`config.mk`:
```
export PLATFORM = sky130hd
export DESIGN_NAME = shift_reg_n
export DESIGN_NICKNAME = d
export VERILOG_FILES = /design/src/rtl/shift_reg_n.sv
export SDC_FILE = /design/constraint.sdc
export NUM_CORES = 1
export LEC_CHECK = 0
export CORE_MARGIN = 5
export CORE_UTILIZATION = 47
export CTS_CLUSTER_SIZE = 28
export DETAILED_ROUTE_END_ITERATION = 10
export GPL_ROUTABILITY_DRIVEN = 0
export GPL_TIMING_DRIVEN = 0
export MAX_ROUTING_LAYER = met4
export PLACE_DENSITY = 0.75
export SYNTH_ARGS = -nofsm -noshare
export SYNTH_HDL_FRONTEND = slang
export SYNTH_SLANG_ARGS = --single-unit
```
`constraint.sdc`:
```
create_clock -name clock -period 2.06 [get_ports clock]
set_input_delay 0.515 -clock clock [delete_from_list [all_inputs] [get_ports clock]]
set_output_delay 0.515 -clock clock [all_outputs]
set_load 0.1 [all_outputs]
```
`src/rtl/shift_reg_n.sv`:
```
// shift_reg_n : parametrised universal shift register with self-timed burst.
//
// Ports
//   clock          rising-edge clock, sole clock domain
//   reset          synchronous active-high reset, overrides everything
//   enable         clock enable for mode operations and burst shifting
//   mode[2:0]      idle-time operation select (hold/shr/shl/ror/rol/load)
//   shift_in       serial input bit (MSB side on right shifts, LSB on left)
//   load_data      parallel load word / burst source word
//   start          burst request, sampled only while idle
//   q              register contents
//   shift_out_lsb  q[0]
//   shift_out_msb  q[WIDTH-1]
//   busy           registered, high while a burst is in progress
//   done           registered one-cycle pulse on the first idle cycle
//                  after a burst's final shift
module shift_reg_n #(
  parameter int               WIDTH       = 8,
  parameter logic [WIDTH-1:0] RESET_VALUE = {WIDTH{1'b0}}
) (
  input  logic             clock,
  input  logic             reset,
  input  logic             enable,
  input  logic [2:0]       mode,
  input  logic             shift_in,
  input  logic [WIDTH-1:0] load_data,
  input  logic             start,
  output logic [WIDTH-1:0] q,
  output logic             shift_out_lsb,
  output logic             shift_out_msb,
  output logic             busy,
  output logic             done
);

  localparam int CW = $clog2(WIDTH + 1);

  localparam logic [2:0] M_HOLD = 3'b000;
  localparam logic [2:0] M_SHR  = 3'b001;
  localparam logic [2:0] M_SHL  = 3'b010;
  localparam logic [2:0] M_ROR  = 3'b011;
  localparam logic [2:0] M_ROL  = 3'b100;
  localparam logic [2:0] M_LOAD = 3'b101;

  typedef enum logic {IDLE, BURST} state_t;

  state_t           state_q, state_d;
  logic [WIDTH-1:0] q_q, q_d;
  logic [CW-1:0]    cnt_q, cnt_d;
  logic             busy_q, busy_d;
  logic             done_q, done_d;

  always_comb begin
    state_d = state_q;
    q_d     = q_q;
    cnt_d   = cnt_q;
    done_d  = 1'b0;
    case (state_q)
      IDLE: begin
        // A burst request wins over any mode operation and ignores enable.
        if (start) begin
          q_d     = load_data;
          cnt_d   = CW'(WIDTH);
          state_d = BURST;
        end else if (enable) begin
          case (mode)
            M_HOLD:  q_d = q_q;
            M_SHR:   q_d = {shift_in, q_q[WIDTH-1:1]};
            M_SHL:   q_d = {q_q[WIDTH-2:0], shift_in};
            M_ROR:   q_d = {q_q[0], q_q[WIDTH-1:1]};
            M_ROL:   q_d = {q_q[WIDTH-2:0], q_q[WIDTH-1]};
            M_LOAD:  q_d = load_data;
            default: q_d = q_q;  // reserved codes hold
          endcase
        end
      end
      BURST: begin
        // Stalls (enable=0) freeze both data and count; no timeout.
        if (enable) begin
          q_d   = {shift_in, q_q[WIDTH-1:1]};
          cnt_d = cnt_q - CW'(1);
          if (cnt_q == CW'(1)) begin
            state_d = IDLE;
            done_d  = 1'b1;
          end
        end
      end
      default: state_d = IDLE;
    endcase
    busy_d = (state_d == BURST);
  end

  always_ff @(posedge clock) begin
    if (reset) begin
      state_q <= IDLE;
      q_q     <= RESET_VALUE;
      cnt_q   <= '0;
      busy_q  <= 1'b0;
      done_q  <= 1'b0;
    end else begin
      state_q <= state_d;
      q_q     <= q_d;
      cnt_q   <= cnt_d;
      busy_q  <= busy_d;
      done_q  <= done_d;
    end
  end

  assign q             = q_q;
  assign shift_out_lsb = q_q[0];
  assign shift_out_msb = q_q[WIDTH-1];
  assign busy          = busy_q;
  assign done          = done_q;

endmodule

```
* Yosys cells after proc, flatten, opt, wreduce, memory -nomap -nowiden
Cells that the tools add are included.
** Word-level totals
- Register bits :: 14
- Word-level logic and storage cells :: 33
- Input port bits :: 16
** Operators by class
- $add $sub $neg :: 1
- Reduce and logical (&&, ||, !) cells :: 3
- Equal/unequal tests :: 10
- Bitwise gates (word level) :: 2
- Mux-type cells :: 13
** Operators with widths (count)
- $pmux 8 s5 :: 1
- $mux 8 :: 3
- $pmux 8 s2 :: 1
- $mux 4 :: 2
- $pmux 4 s2 :: 1
- $ne 7x2->1 const B :: 1
- $eq 3x2->1 const B :: 2
- $eq 3x3->1 const B :: 2
- $eq 4x1->1 const B :: 1
- $mux 1 :: 4
- $ne 2x2->1 const B :: 2
- $sub 4x1->4 const B :: 1
- $eq 3x1->1 const B :: 1
- $ne 3x3->1 const B :: 1
- $reduce_and 3->1 :: 1
- $reduce_or 3->1 :: 1
- $not 1->1 :: 2
- $pmux 1 s2 :: 1
- $reduce_and 2->1 :: 1

* Longest topological paths before layout
Gate-level depths: netlist of the first run.
- Word-level depth :: 5
- Gate-level depth with buffers :: 6

* Least setup slack after synthesis of the first run
No wires, ideal clock.
- Path type :: reg2reg
- From :: register, netlist name busy
- To :: register q_q[7] (netlist: q[7])
- Data required time :: 1919 ps
- Period minus slack after synthesis :: 2136 ps
- Cell stages (with the launch flop) :: 7
- Buffers on the path :: 2
- Path slack :: -76 ps
- Data arrival time :: 1995 ps
- Library setup time :: 141 ps
- Path through :: dfxtp_1 > clkbuf_2 > nand2b_1 > buf_2 > inv_1 > a221oi_1 > a221oi_2
** RTL lines
- end signal: assignment :: RTL line 101 : q_q <= q_d;
- end: declaration :: RTL line 47 : logic [WIDTH-1:0] q_q, q_d;

* Final worst setup path of the first run
- From :: register busy_q (netlist: busy)
- To :: output busy
** RTL lines
- start: declaration :: RTL line 49 : logic busy_q, busy_d;
- start signal: assignment :: RTL line 103 : busy_q <= busy_d;
- end: declaration :: RTL line 31 : output logic busy,
No word-level cell between the ends.

==> reports/results.txt, run 1 <==
outcome: finished clean
Slew Viols, Final: 0
Iter 0 DRT Violations: 38
R2R Path Start: busy
crit share post-route: 0.957
die area: 3250 µm²
mean number of vias per cell: 5.88
# clock sinks: 14
input/output buffers: 25
worst skew pair latency: 0.28 ns
Critical Path RT: 1.54 ns
clock-pin slew on the worst setup and hold paths: 0.09 ns
Hold EP: cnt_q[2]
yosys warns: 0
Syn Nets: 137
Routed wire per std cell: 15.8 µm
Final nets: 167
top cell type's share of synthesized area: 0.270
hpwl dp: 1.96 mm
Max IR drop VDD: 0.559 mV
RSZ-0062 raised after global routing: false
Peak Freq: 507 MHz
R2R cell count: 5
Antenna Cells: 0
delay of the slowest cell on the worst path: 0.84 ns
global-route wire length before repair: 4.69 mm
CTS tree: yes
via count of the first global-routing pass: 953
synth cell count leaders: 14 x dfxtp_1, 8 x inv_1, 7 x nand2_1, 7 x nand3b_1
die height: 57.0 µm
Pwr Density: 691 nW/µm²
Most used DFF post-synth: dfxtp_1
min-delay src: cnt_q[2]
most frequent cell after synthesis: dfxtp_1
Setup crit end kind: output pin
CTS Buf Count: 3
Fin. Hold Viols: 0
Setup Crit Path Kind: reg2out
via count: 1034
pin count of the biggest net entering global routing: 11
Post-Syn Area: 1040 µm²
Hold Path Class: reg2reg
Clock Skew: 0.00252 ns
Slew HR: 0.369
Static Leak: 0.000539 µW
number of synthesized flops with an enable pin: 0
CORE AREA: 2170 µm²
FF-to-FF End: q[3]
DRC: 0
Initial Util: 0.479
H-tree Lvls: 1
crit path max fanout: 2
Max-Cap Viols: 0
Levels on crit path: 1
CP max stage cell: dlygate4sd2_1
CP bufs+invs: 1
total track usage: 0.185
row count: 17
initial antenna violation count: 0
post-route ant nets: 0
ratio of cells with drive above 1 in the final layout: 0.236
Longest Clk Path Bufs: 2
final setup fails: 0
worst slew pin tran: 0.950 ns
overall routed net length: 2.77 mm
Die W: 57.0 µm
CTS Hold Bufs: 0
Layout area overhead: 31.6%
main area contributors after synthesis: dfxtp_1 27%, nand3b_1 5.1%, buf_6 4.3%, o41ai_1 4.2%, and3_1 3.6%
ys async rst share: 0
Reg2Reg Setup Slack: 0.47 ns
DP Worst Slack: -0.110 ns
setup ws final: 0.0885 ns
total congestion overflow: 0
Synth Register Bits: 14
Hold Path Cell Cnt: 2
clk root buf: clkbuf_4
mean area per synthesized cell: 8.74 µm²
cell taking the most area after synthesis: dfxtp_1
Cell variety after synth: 44
CP Cell Sequence: dlygate4sd2_1
sequential fraction of the synthesis area: 0.270
# IOs: 28
top cell family by delay on the critical path: buffers and inverters
Pre-antenna DRT Iters: 4
total power: 946 µW
Synth Instances: 119
critical path arrival: 1.46 ns
Worst setup SP type: register
Tmin final: 1.97 ns
==> timing repair <==
| item | in CTS | in global routing |
|---|---|---|
| endpoints found under the setup margin | 12 | 0 |
| gates resized for setup | 31 | 0 |
| buffers inserted | 0 | 0 |
==> cell usage in the layout, fill, tap and decap left out, types with 3 or more instances in the layout <==
master / instances
nand2_1: 7
dfxtp_1: 13
and3_1: 6
buf_6: 4
clkdlybuf4s50_1: 13
clkdlybuf4s15_2: 9
nand3b_1: 7
clkbuf_4: 3
o22ai_1: 6
o41ai_1: 5
buf_4: 4
o21ai_0: 6
inv_1: 8
nor2_1: 4
a21oi_1: 6
a211oi_1: 4
==> worst max-delay path by stage <==
stage	startpoint	end	slack, ns
3_3_place_gp	q[7]	q[7]	-0.14
5_1_grt	busy	busy	0.04
4_1_cts	busy	busy	0.08
6_report	busy	busy	0.09
2_1_floorplan	q[7]	q[7]	0.13
3_5_place_dp	q[7]	q[7]	-0.11
==> per-layer routing <==
metal  GRT usage  share of wire  vias to the layer above
met5           -              0                        -
met4      0.0596          0.011                        0
met3      0.0249          0.058                        4
met2       0.282           0.47                       40
met1       0.253           0.46                      482
li1            -              -                      508
==> logic make-up after synthesis <==
logic type / Yosys count / share of synthesized area
flops: 14 / 0.270
buf+inv: 19 / 0.111
mux: 2 / 0.0193
simple gates: 36 / 0.212
fa+ha+maj: 2 / 0.0241
xor+xnor: 2 / 0.0169
compound gates: 44 / 0.348
==> registers in the layout (all words and copies together) (netlist names) <==
signal and flops:
q 8, cnt_q 4, busy 1, done 1
==> power by group <==
part	switching [µW]	internal (µW)
Sequential	30.9	295
Clock	98.1	108
Combinational	281	133
Total	410	536
==> worst reg2reg max path: cells and delay by family, from the launching register on <==
family,cells,cell delay [ns]
flops,1,0.33
compound gates,3,0.65
buf+inv,1,0.15
simple gates,1,0.33
==> through the flow <==
stage          instances  hold slack (ns)  setup TNS, ns   util  area, µm²
2_1_floorplan        119            0.470              0      -       1040
3_3_place_gp         172            0.492         -0.379  0.611       1330
3_5_place_dp         172            0.507         -0.341  0.611       1330
4_1_cts              176            0.516              0  0.631       1370
5_1_grt              176            0.562              0  0.631       1370
6_report             176            0.517              0  0.631       1370
==> cell type report <==
cell class	instances	area, µm²
Timing Repair Buffer	25	256
Inverter	8	30.0
Clock buffer	4	36.3
Multi-Input combinational cell	86	644
Tap cell	28	35.0
Sequential cell	14	282
Buffer	11	85.1
Fill cell	201	801
Note: power is estimated with default switching activity, not from simulation.
==> run 2, diff against run 1 <==
--- a/config.mk
+++ b/config.mk
@@ -5,6 +5,7 @@
 export SDC_FILE = /design/constraint.sdc
 export NUM_CORES = 1
 export LEC_CHECK = 0
+export CAP_MARGIN = 20
 export CORE_MARGIN = 5
 export CORE_UTILIZATION = 47
 export CTS_CLUSTER_SIZE = 28
==> constraint.sdc (replaced) <==
create_clock -name clock -period 1.9 [get_ports clock]
set_input_delay 0.475 -clock clock [delete_from_list [all_inputs] [get_ports clock]]
set_output_delay 0.475 -clock clock [all_outputs]
set_load 0.1 [all_outputs]
==> reports/results.txt, run 2 (synthesized netlist as in run 1, its figures left out) <==
Final Util: 0.629 (-0.00231)
Fin. Hold Viols: 0 (unchanged)
DP Worst Slack: -0.230 ns (-0.120 ns)
global-route wire length before repair: 4.69 mm (unchanged)
most frequent cells in the layout: 13 x dfxtp_1, 13 x clkdlybuf4s50_1, 9 x clkdlybuf4s15_2
outcome: finished clean
Largest register FFs: 8 (unchanged)
initial antenna violation count: 0 (unchanged)
total track usage: 0.185 (unchanged)
post-route ant nets: 0 (unchanged)
Clock Skew: 0.00252 ns (unchanged)
R2R cell count: 5 (unchanged)
Layout area overhead: 31.2%
Non-Filler Instances: 176 (unchanged)
FF-to-FF End: q[3]
pin count of the biggest net entering global routing: 11 (unchanged)
Max IR drop VDD: 0.606 mV (+8.4%)
hold_ws: 0.517 ns (unchanged)
DRC: 0 (unchanged)
Max-Cap Viols: 0 (unchanged)
hpwl dp: 1.96 mm (unchanged)
row count: 17 (unchanged)
Hold EP: cnt_q[2]
CTS tree: yes
Hold Path Class: reg2reg
clock-pin slew on the worst setup and hold paths: 0.09 ns (about the same)
overall routed net length: 2.77 mm (about the same)
R2R Path Start: busy
Die W: 57.0 µm (unchanged)
CP max stage cell: clkdlybuf4s18_2
Setup crit end kind: output pin
Initial Util: 0.479 (unchanged)
CTS Hold Bufs: 0 (unchanged)
worst skew pair latency: 0.28 ns (about the same)
Longest Clk Path Bufs: 2 (unchanged)
critical path arrival: 1.36 ns (-0.10 ns)
via count: 1034 (unchanged)
Iter 0 DRT Violations: 38 (unchanged)
Tmin final: 1.84 ns
die area: 3250 µm² (unchanged)
Slew Viols, Final: 0 (unchanged)
Slew HR: 0.637 (+0.268)
Final nets: 167 (unchanged)
worst slew pin tran: 0.546 ns (-0.403 ns)
mean number of vias per cell: 5.88 (unchanged)
CTS Buf Count: 3 (unchanged)
H-tree Lvls: 1 (unchanged)
Peak Freq: 544 MHz
Worst setup SP type: register
input/output buffers: 25 (unchanged)
via count of the first global-routing pass: 953 (unchanged)
Setup Crit Path Kind: reg2out
setup ws final: 0.0612 ns (-0.0273 ns)
crit path max fanout: 5 (+3)
Reg2Reg Setup Slack: 0.31 ns (-0.16 ns)
# clock sinks: 14 (unchanged)
RSZ-0062 raised after global routing: false
Hold Path Cell Cnt: 2 (unchanged)
Pre-antenna DRT Iters: 4 (unchanged)
CP Cell Sequence: buf_4 -> clkdlybuf4s18_2
clk root buf: clkbuf_4
# IOs: 28 (unchanged)
Static Leak: 0.000534 µW (-0.99%)
die height: 57.0 µm (unchanged)
Pwr Density: 751 nW/µm² (+8.7%)
crit share post-route: 0.968
total congestion overflow: 0 (unchanged)
min-delay src: cnt_q[2]
final setup fails: 0 (unchanged)
Cells after DPL: 172 (unchanged)
Critical Path RT: 1.42 ns (-0.12 ns)
delay of the slowest cell on the worst path: 0.52 ns (-0.32 ns)
total power: 1020 µW (+8.3%)
Antenna Cells: 0 (unchanged)
CORE AREA: 2170 µm² (unchanged)
Routed wire per std cell: 15.8 µm (about the same)
ratio of cells with drive above 1 in the final layout: 0.250 (+0.0135)
run 2: changes by cell type in the layout (fill, tap and decap cells not counted):
cell / change
dlygate4sd2_1: -2
buf_2: +1
buf_4: -1
clkbuf_2: +1
clkdlybuf4s18_2: +1
run 2: metrics by stage:
| stage | cell area, µm² | TNS [ns] |
|---|---|---|
| after detailed placement | 1330 | -2.34 |
| final | 1360 | 0 |
| after floorplan | 1040 | 0 |
| after global routing | 1360 | 0 |
| after global placement | 1330 | -2.30 |
| after CTS | 1380 | 0 |
run 2: layout make-up:
type                    count  area [µm²]
well taps                  28        35.0
inverters                   8        30.0
plain buffers              11        85.1
clock buffers               4        36.3
repair buffers             25         251
fillers                   203         806
flip-flops and latches     14         282
multi-input cells          86         644
run 2: report_power, final:
part / internal (µW) / leakage, µW / switching [µW]
combinational: 144 / 0.000397 / 304
clock: 117 / 0.0000210 / 106
sequential: 320 / 0.000116 / 33.6
run 2: how the worst max path moves through the flow:
stage	start	to
2_1_floorplan	q[7]	q[7]
3_3_place_gp	q[7]	q[7]
3_5_place_dp	q[7]	q[7]
4_1_cts	done	done
5_1_grt	q[0]	q[0]
6_report	q[0]	q[0]
run 2: per-layer routing:
| metal | share of wire | global-route usage |
|---|---|---|
| met5 | 0 | - |
| met4 | 0.011 | 0.0596 |
| met3 | 0.056 | 0.0249 |
| met2 | 0.47 | 0.282 |
| met1 | 0.46 | 0.253 |
run 2: timing repair:
action	CTS	global route
resized for setup	35	4
gates cloned	0	0
buffers inserted	0	0
setup endpoints to repair	12	3
run 2: critical path: cells and delay by family, from the launching register on:
family	cells	cell delay (ns)
buffers and inverters	2	0.65
DFF	1	0.42
